### src/rtl/adder_pkg.sv
// Shared types and constants for the bit-serial adder.
package adder_pkg;

  typedef enum logic [1:0] {
    IDLE  = 2'd0,
    SHIFT = 2'd1,
    DONE  = 2'd2
  } state_t;

  localparam int DEFAULT_WIDTH = 8;

endpackage

### src/rtl/full_adder.sv
// Combinational full adder composed of two half adders and an OR on their carries.
module full_adder (
  input  logic a,
  input  logic b,
  input  logic cin,
  output logic s,
  output logic cout
);

  logic s0, c0, c1;

  halfAdder u_ha0 (.a(a),  .b(b),   .s(s0), .c(c0));
  halfAdder u_ha1 (.a(s0), .b(cin), .s(s),  .c(c1));
  or_gate   u_or  (.a(c0), .b(c1),  .y(cout));

endmodule

### src/rtl/halfAdder.sv
// Gate-level half adder cell.
module halfAdder (
  input  logic a,
  input  logic b,
  output logic s,
  output logic c
);

  assign s = a ^ b;
  assign c = a & b;

endmodule

### src/rtl/or_gate.sv
// Two-input OR cell.
module or_gate (
  input  logic a,
  input  logic b,
  output logic y
);

  assign y = a | b;

endmodule

### src/rtl/serial_adder.sv
// Bit-serial WIDTH-bit adder: operands are added LSB-first through one full
// adder with a registered carry; the result is published with a done pulse.
module serial_adder
  import adder_pkg::*;
#(
  parameter int WIDTH = DEFAULT_WIDTH
) (
  input  logic             clk,
  input  logic             rst,
  input  logic             start,
  input  logic [WIDTH-1:0] a,
  input  logic [WIDTH-1:0] b,
  output logic             busy,
  output logic             done,
  output logic [WIDTH-1:0] sum,
  output logic             cout
);

  localparam int CNT_W = $clog2(WIDTH + 1);

  state_t             state_q;
  logic [WIDTH-1:0]   a_sr_q, b_sr_q, sum_sr_q, sum_q;
  logic [CNT_W-1:0]   cnt_q;
  logic               carry_q, cout_q, busy_q, done_q;

  logic               fa_s, fa_co;
  logic [WIDTH:0]     sum_ext;
  logic [WIDTH-1:0]   sum_sr_d;
  logic               last_bit;

  full_adder u_fa (
    .a   (a_sr_q[0]),
    .b   (b_sr_q[0]),
    .cin (carry_q),
    .s   (fa_s),
    .cout(fa_co)
  );

  // New sum bit enters at the MSB; written this way so WIDTH=1 needs no slice.
  assign sum_ext  = {fa_s, sum_sr_q};
  assign sum_sr_d = sum_ext[WIDTH:1];
  assign last_bit = (cnt_q == CNT_W'(WIDTH - 1));

  always_ff @(posedge clk) begin
    if (rst) begin
      state_q  <= IDLE;
      a_sr_q   <= '0;
      b_sr_q   <= '0;
      sum_sr_q <= '0;
      sum_q    <= '0;
      cnt_q    <= '0;
      carry_q  <= 1'b0;
      cout_q   <= 1'b0;
      busy_q   <= 1'b0;
      done_q   <= 1'b0;
    end else begin
      case (state_q)
        IDLE, DONE: begin
          done_q <= 1'b0;
          if (start) begin
            a_sr_q  <= a;
            b_sr_q  <= b;
            carry_q <= 1'b0;
            cnt_q   <= '0;
            busy_q  <= 1'b1;
            state_q <= SHIFT;
          end else begin
            busy_q  <= 1'b0;
            state_q <= IDLE;
          end
        end
        SHIFT: begin
          sum_sr_q <= sum_sr_d;
          a_sr_q   <= a_sr_q >> 1;
          b_sr_q   <= b_sr_q >> 1;
          carry_q  <= fa_co;
          cnt_q    <= cnt_q + CNT_W'(1);
          if (last_bit) begin
            sum_q   <= sum_sr_d;
            cout_q  <= fa_co;
            busy_q  <= 1'b0;
            done_q  <= 1'b1;
            state_q <= DONE;
          end
        end
        default: begin
          busy_q  <= 1'b0;
          done_q  <= 1'b0;
          state_q <= IDLE;
        end
      endcase
    end
  end

  assign busy = busy_q;
  assign done = done_q;
  assign sum  = sum_q;
  assign cout = cout_q;

endmodule
### config.mk
export PLATFORM = sky130hd
export DESIGN_NAME = serial_adder
export DESIGN_NICKNAME = d
export VERILOG_FILES = /design/src/rtl/adder_pkg.sv /design/src/rtl/full_adder.sv /design/src/rtl/halfAdder.sv /design/src/rtl/or_gate.sv /design/src/rtl/serial_adder.sv
export SDC_FILE = /design/constraint.sdc
export NUM_CORES = 1
export LEC_CHECK = 0
export ABC_CLOCK_PERIOD_IN_PS = 1450
export CAP_MARGIN = 15
export CORE_MARGIN = 4
export CORE_UTILIZATION = 31
export CTS_CLUSTER_DIAMETER = 120
export CTS_CLUSTER_SIZE = 12
export DETAILED_ROUTE_END_ITERATION = 6
export GPL_TIMING_DRIVEN = 0
export PLACE_DENSITY = 0.5
export SLEW_MARGIN = 20
export SYNTH_ARGS = -nofsm -noshare
export SYNTH_HDL_FRONTEND = slang
export SYNTH_SLANG_ARGS = --single-unit
export TNS_END_PERCENT = 10
### constraint.sdc
create_clock -name clk -period 1.45 [get_ports clk]
set_input_delay 0.29 -clock clk [delete_from_list [all_inputs] [get_ports clk]]
set_output_delay 0.29 -clock clk [all_outputs]
set_load 0.05 [all_outputs]
==> flow_summary.ini, run 1 <==
[floorplan]
initial_core_util = 0.3234
io_pins = 30
fp.dieH_microns = 81.46
rows = 26
die_area_sq_um = 6636
fp.dieW_microns = 81.46
fp.coreArea_sq_um = 5172

[critical_path]
cp.required_ps = 1160
crit_family = buffers and inverters
start_kind = flop
cp_data_arrival_time_ps = 1120
slowest_delay_ps = 490
path_cells = clkdlybuf4s15_1
crit_path_end_kind = output pin
critPathBufInv = 1
crit_fanout = 2
path_class = flop to output pin
critical_path.slowest_cell = clkdlybuf4s15_1

[timing]
hold-worst-slack_ps = 462.0
rsz0062_at_grt = false
max_freq_ghz = 0.7099
slew_headroom = 0.6809
final_max_slew_viol_count = 0
skew_ps = 6.693
final.setup.tns_ps = 0
fin_crit_sh = 0.9714
hold_viol_final = 0
layout_min_cycle_time_ps = 1409
worstMarginPinSlew_ps = 480.5
finalSetupViolCount = 0

[placement]
port_buffers = 29
place_hpwl_mm = 2.674
gp_congestion = 0.7852

[clocking]
cts_root_buf = clkbuf_8
cts_buffers = 5
cts_tree = yes
worstSkewPairLatency_ps = 290
clock-sinks = 40
cts.path.max_buffers = 2
cts_max_level = 2
postCtsHoldBufs = 0
clk_pin_slew_worst_paths_ps = 80

[route]
drt_pre_antenna_iters = 4
wl_met2_mm = 1.750
vias = 1377
vias_per_cell = 4.798
detail-route-antenna-nets = 0
post_drt_wl_per_cell_microns = 12.87
drt_iter0_drc = 58
met1Wirelength_mm = 1.717
wl_mm = 3.695
met3_length_microns = 194
maxUsedRoutingLayer = met4
drc_errors = 0

[global_routing]
antenna_found_initial = 0
grt_max_degree = 13
globalRouteOverflowTotal = 0
grt_pass1_vias = 1381
grt_usage = 0.1230
grt_pass1_wl_mm = 6.327

[layout]
drive_gt1_frac = 0.1567
area_delta_synth_final_pct = 27.97
antenna_cells = 0
nets = 237

[logic_synthesis]
ys_async_sr_fraction = 0
yosysTopAreaCell = dfxtp_1
syn_avg_cell_area_sq_um = 9.294
synth_seq_cells = 40
postSynthCellCount = 180
yosysMostFrequentCell = dfxtp_1
synthFlopType = dfxtp_1
synth-edff-count = 0
seq_area_frac_synth = 0.4787
ys_warn_count = 0
syn_nets = 201
synthesis.area_sq_um = 1673
netlist.area_leader.share = 0.4787
yosys-top-cells-area = dfxtp_1 48%, a21oi_1 8.4%, nand2b_1 7.9%
synth_commonest_cells = 40 x dfxtp_1, 28 x a21oi_1, 21 x nand2b_1, 19 x nand3_1, 18 x nand2_1
synth_cell_types = 25

[pwr]
power.leakage_nw = 0.7975
pwr-share-clk = 0.387
swShare = 0.2384
p_comb_frac = 0.116
power_density_nw_per_um2 = 1090
power.switching_w = 0.0005560
p_int_w = 0.001776
ir_worst_vdd_mv = 0.4325
seq_power_share = 0.498

[min_path]
hold_path.class = flop to flop

[status]
status = completed

[job]
maxCapViolCount = 0
## power groups by stage
stage,clock network (W),registers [W],logic (W)
2_1_floorplan,0,0.00119,0.000163
3_3_place_gp,0,0.00119,0.000268
3_5_place_dp,0,0.00119,0.000272
4_1_cts,0.000927,0.00116,0.000272
5_1_grt,0.000974,0.00117,0.000301
6_report,0.000902,0.00116,0.000270
## placed cells by master, fill, tap and decap left out, types with 2 or more instances in the layout
cell type        netlist  routed
a211oi_2               2       2
nand2_1               18      18
buf_4                  5       5
nor2_1                 2       2
clkdlybuf4s15_1        0       3
dfxtp_1               40      39
nand2b_1              21      21
a21oi_1               28      28
buf_2                  4       3
clkdlybuf4s50_1        0      18
clkbuf_1               5       3
nand3_1               19      19
a22oi_1               14      14
clkbuf_2               0      10
mux2i_1                9       9
clkbuf_8               0       5
## flip-flops by register name (all words and copies together), names as in the netlist
register / count
a_sr_q: 8
b_sr_q: 8
sum: 8
sum_sr_q: 7
cnt_q: 4
busy: 1
carry_q: 1
cout: 1
done: 1
state_q: 1
## logic make-up (layout without fill, tap and decap cells)
| group | Yosys count | count (layout) | synth area share |
|---|---|---|---|
| buffers and inverters | 16 | 53 | 0.05460 |
| AND/OR/NAND/NOR | 67 | 67 | 0.2184 |
| flip-flops | 40 | 40 | 0.4787 |
| adder cells (fa/ha/maj) | 2 | 2 | 0.01945 |
| AO/OA/AOI/OAI | 44 | 44 | 0.1616 |
| multiplexers | 11 | 11 | 0.06732 |
## metal layers
| metal | vias up | track usage |
|---|---|---|
| li1 | 696 | - |
| met1 | 641 | 0.1506 |
| met2 | 35 | 0.2101 |
| met3 | 5 | 0.03289 |
| met4 | 0 | 0.03716 |
| met5 | - | 0 |
## per-stage QoR
step | worst slack [ps] | util | power (W) | instance area, sq um | std cells
final | 41.41 | 0.4139 | 0.002333 | 2141 | 287
after global routing | 1.831 | 0.4139 | 0.002442 | 2141 | 287
after CTS | 1.221 | 0.4182 | 0.002360 | 2163 | 287
after detailed placement | -415.5 | 0.3967 | 0.001459 | 2052 | 279
after global placement | -426.2 | 0.3967 | 0.001453 | 2052 | 279
after floorplan | 144.8 | - | 0.001352 | 1674 | 180
## area by class of cell
cell class	instances	area (sq um)
Fill cell	517	3032
Sequential cell	40	802.0
Multi-Input combinational cell	124	789.5
Timing Repair Buffer	29	256.5
Buffer	15	93.84
Tap cell	70	87.58
Clock buffer	6	72.57
Clock inverter	2	35.03
Inverter	1	3.754
## final timing paths
kind                                                from                       end  slack [ps]  depth (start not counted)
worst max register to register     cnt_q[0]$_SDFFE_PP0P_       sum[0]$_SDFFE_PP0P_         170                          4
worst max-delay path                 sum[4]$_SDFFE_PP0P_                    sum[4]          40                          1
worst min register to register  sum_sr_q[1]$_SDFFE_PP0P_  sum_sr_q[1]$_SDFFE_PP0P_         460                          2
worst min-delay path            sum_sr_q[1]$_SDFFE_PP0P_  sum_sr_q[1]$_SDFFE_PP0P_         460                          2
## timing repair
| action | 4_1_cts | 5_1_grt |
|---|---|---|
| hold endpoints to repair | 0 | 0 |
| gates resized for setup | 25 | 11 |
| setup endpoints to repair | 31 | 42 |
| setup buffers | 0 | 0 |
Power figures use the tool's default switching activity.
==> run 2, diff against run 1 <==
CORE_UTILIZATION = 32   (was 31)
PLACE_DENSITY = default   (was 0.5)
RECOVER_POWER = 100   (was default)
==> flow_summary.ini, run 2 (synthesized netlist as in run 1, its figures left out) <==
[status]
status = completed

[timing]
slew_headroom = 0.6780
final_max_slew_viol_count = 0
layout_min_cycle_time_ps = 1405
fin_crit_sh = 0.9689
max_freq_ghz = 0.7118
finalSetupViolCount = 0
worstMarginPinSlew_ps = 484.8
skew_ps = 5.400
final.setup.tns_ps = 0
fin_ws_ps = 45.03
hold_viol_final = 0
rsz0062_at_grt = false

[floorplan]
rows = 26
fp.dieW_microns = 80.30
fp.dieH_microns = 80.30
fp.coreArea_sq_um = 5075
die_area_sq_um = 6448
io_pins = 30
initial_core_util = 0.3296

[layout]
drive_gt1_frac = 0.1521
register_area_sq_um = 800.8
final_area_sq_um = 2151
fillCellCount = 544
final_cell_mix = 40 x dfxtp_1, 28 x a21oi_1, 21 x nand2b_1
final_common_cell = dfxtp_1
final_cells = 287
final_util = 0.4238
antenna_cells = 0
multiInputGateArea_sq_um = 784.5
nets = 237
area_delta_synth_final_pct = 28.57

[route]
wl_mm = 3.524
drc_errors = 0
drt_pre_antenna_iters = 4
drt_iter0_drc = 45
detail-route-antenna-nets = 0
vias_per_cell = 4.749
post_drt_wl_per_cell_microns = 12.28
vias = 1363

[clocking]
postCtsSetupRepairBufs = 0
cts_root_buf = clkbuf_8
worstSkewPairLatency_ps = 290
postCtsHoldBufs = 0
clk_pin_slew_worst_paths_ps = 70
cts_max_level = 2
cts.path.max_buffers = 2
cts_buffers = 5
clock-sinks = 40
cts_tree = yes

[critical_path]
path_cells = clkdlybuf4s15_1
path_class = flop to output pin
crit_fanout = 2
cp_data_arrival_time_ps = 1110
critical_path.slowest_cell = clkdlybuf4s15_1
slowest_delay_ps = 500
crit_path_end_kind = output pin
crit_family = buffers and inverters
cp.required_ps = 1160
start_kind = flop
critPathBufInv = 1

[placement]
place_hpwl_mm = 2.453
gp_congestion = 0.7264
port_buffers = 29
place_area_sq_um = 2052
placedCellCount = 279
preCtsSetupSlack_ps = -433.3

[global_routing]
grt_pass1_wl_mm = 6.085
antenna_found_initial = 0
globalRouteOverflowTotal = 0
grt_usage = 0.1219
grt_pass1_vias = 1309
grt_max_degree = 13

[min_path]
hold_path.class = flop to flop

[pwr]
power.leakage_nw = 0.8061
power_density_nw_per_um2 = 1127
ir_worst_vdd_mv = 0.4357

[job]
maxCapViolCount = 0
run 2: changes by cell type in the layout (fill, tap and decap cells not counted), sizes merged:
cell / before / now
clkinv: 1 / 0
clkdlybuf4s50: 18 / 17
buf: 9 / 8
clkbuf: 19 / 21
dlygate4sd3: 0 / 1
run 2: worst paths after layout:
| check | startpoint | endpoint | slack (ps) | cells past startpoint |
|---|---|---|---|---|
| setup reg to reg | cnt_q[0]$_SDFFE_PP0P_ | sum[1]$_SDFFE_PP0P_ | 180 | 4 |
| setup / recovery | sum[0]$_SDFFE_PP0P_ | sum[0] | 50 | 1 |
| hold reg to reg | sum_sr_q[1]$_SDFFE_PP0P_ | sum_sr_q[1]$_SDFFE_PP0P_ | 460 | 2 |
| hold / removal | sum_sr_q[1]$_SDFFE_PP0P_ | sum_sr_q[1]$_SDFFE_PP0P_ | 460 | 2 |
run 2: what timing repair did:
action,4_1_cts,5_1_grt
gates resized for setup,23,12
gates cloned,0,0
pin swaps,0,0
setup endpoints to repair,31,45
run 2: where the power goes:
part	internal, W	switching (W)	total, W
logic	0.000127	0.000142	0.000269
registers	0.00114	0.0000228	0.00116
clock network	0.000607	0.000388	0.000995
total	0.00187	0.000553	0.00242
run 2: metrics by stage:
stage,hold WS (ps),power (W)
6_report,456.1,0.002423
5_1_grt,490.7,0.002542
4_1_cts,457.3,0.002453
3_5_place_dp,447.3,0.001456
3_3_place_gp,444.2,0.001456
2_1_floorplan,426.0,0.001352
run 2: cell type report:
type | instances | area share
flip-flops and latches | 40 | 0.3723
multi-input cells | 124 | 0.3647
repair buffers | 29 | 0.1193
clock buffers | 7 | 0.04479
plain buffers | 15 | 0.04247
well taps | 70 | 0.04072
clock inverters | 1 | 0.01396
inverters | 1 | 0.001745
run 2: layer usage:
layer  share of wire  global-route usage  up-vias
met4           0.018             0.05068        0
met5               0                   0        -
met1            0.50              0.1589      631
met2            0.43              0.1879       28
li1                -                   -      695
met3           0.051             0.03475        9
==> run 3, diff against run 2 <==
CTS_BUF_LIST = sky130_fd_sc_hd__clkbuf_4 sky130_fd_sc_hd__clkbuf_8   (was default)
==> results of run 3 <==
Same layout as run 2: the final DEF is identical, and so are final timing and power.
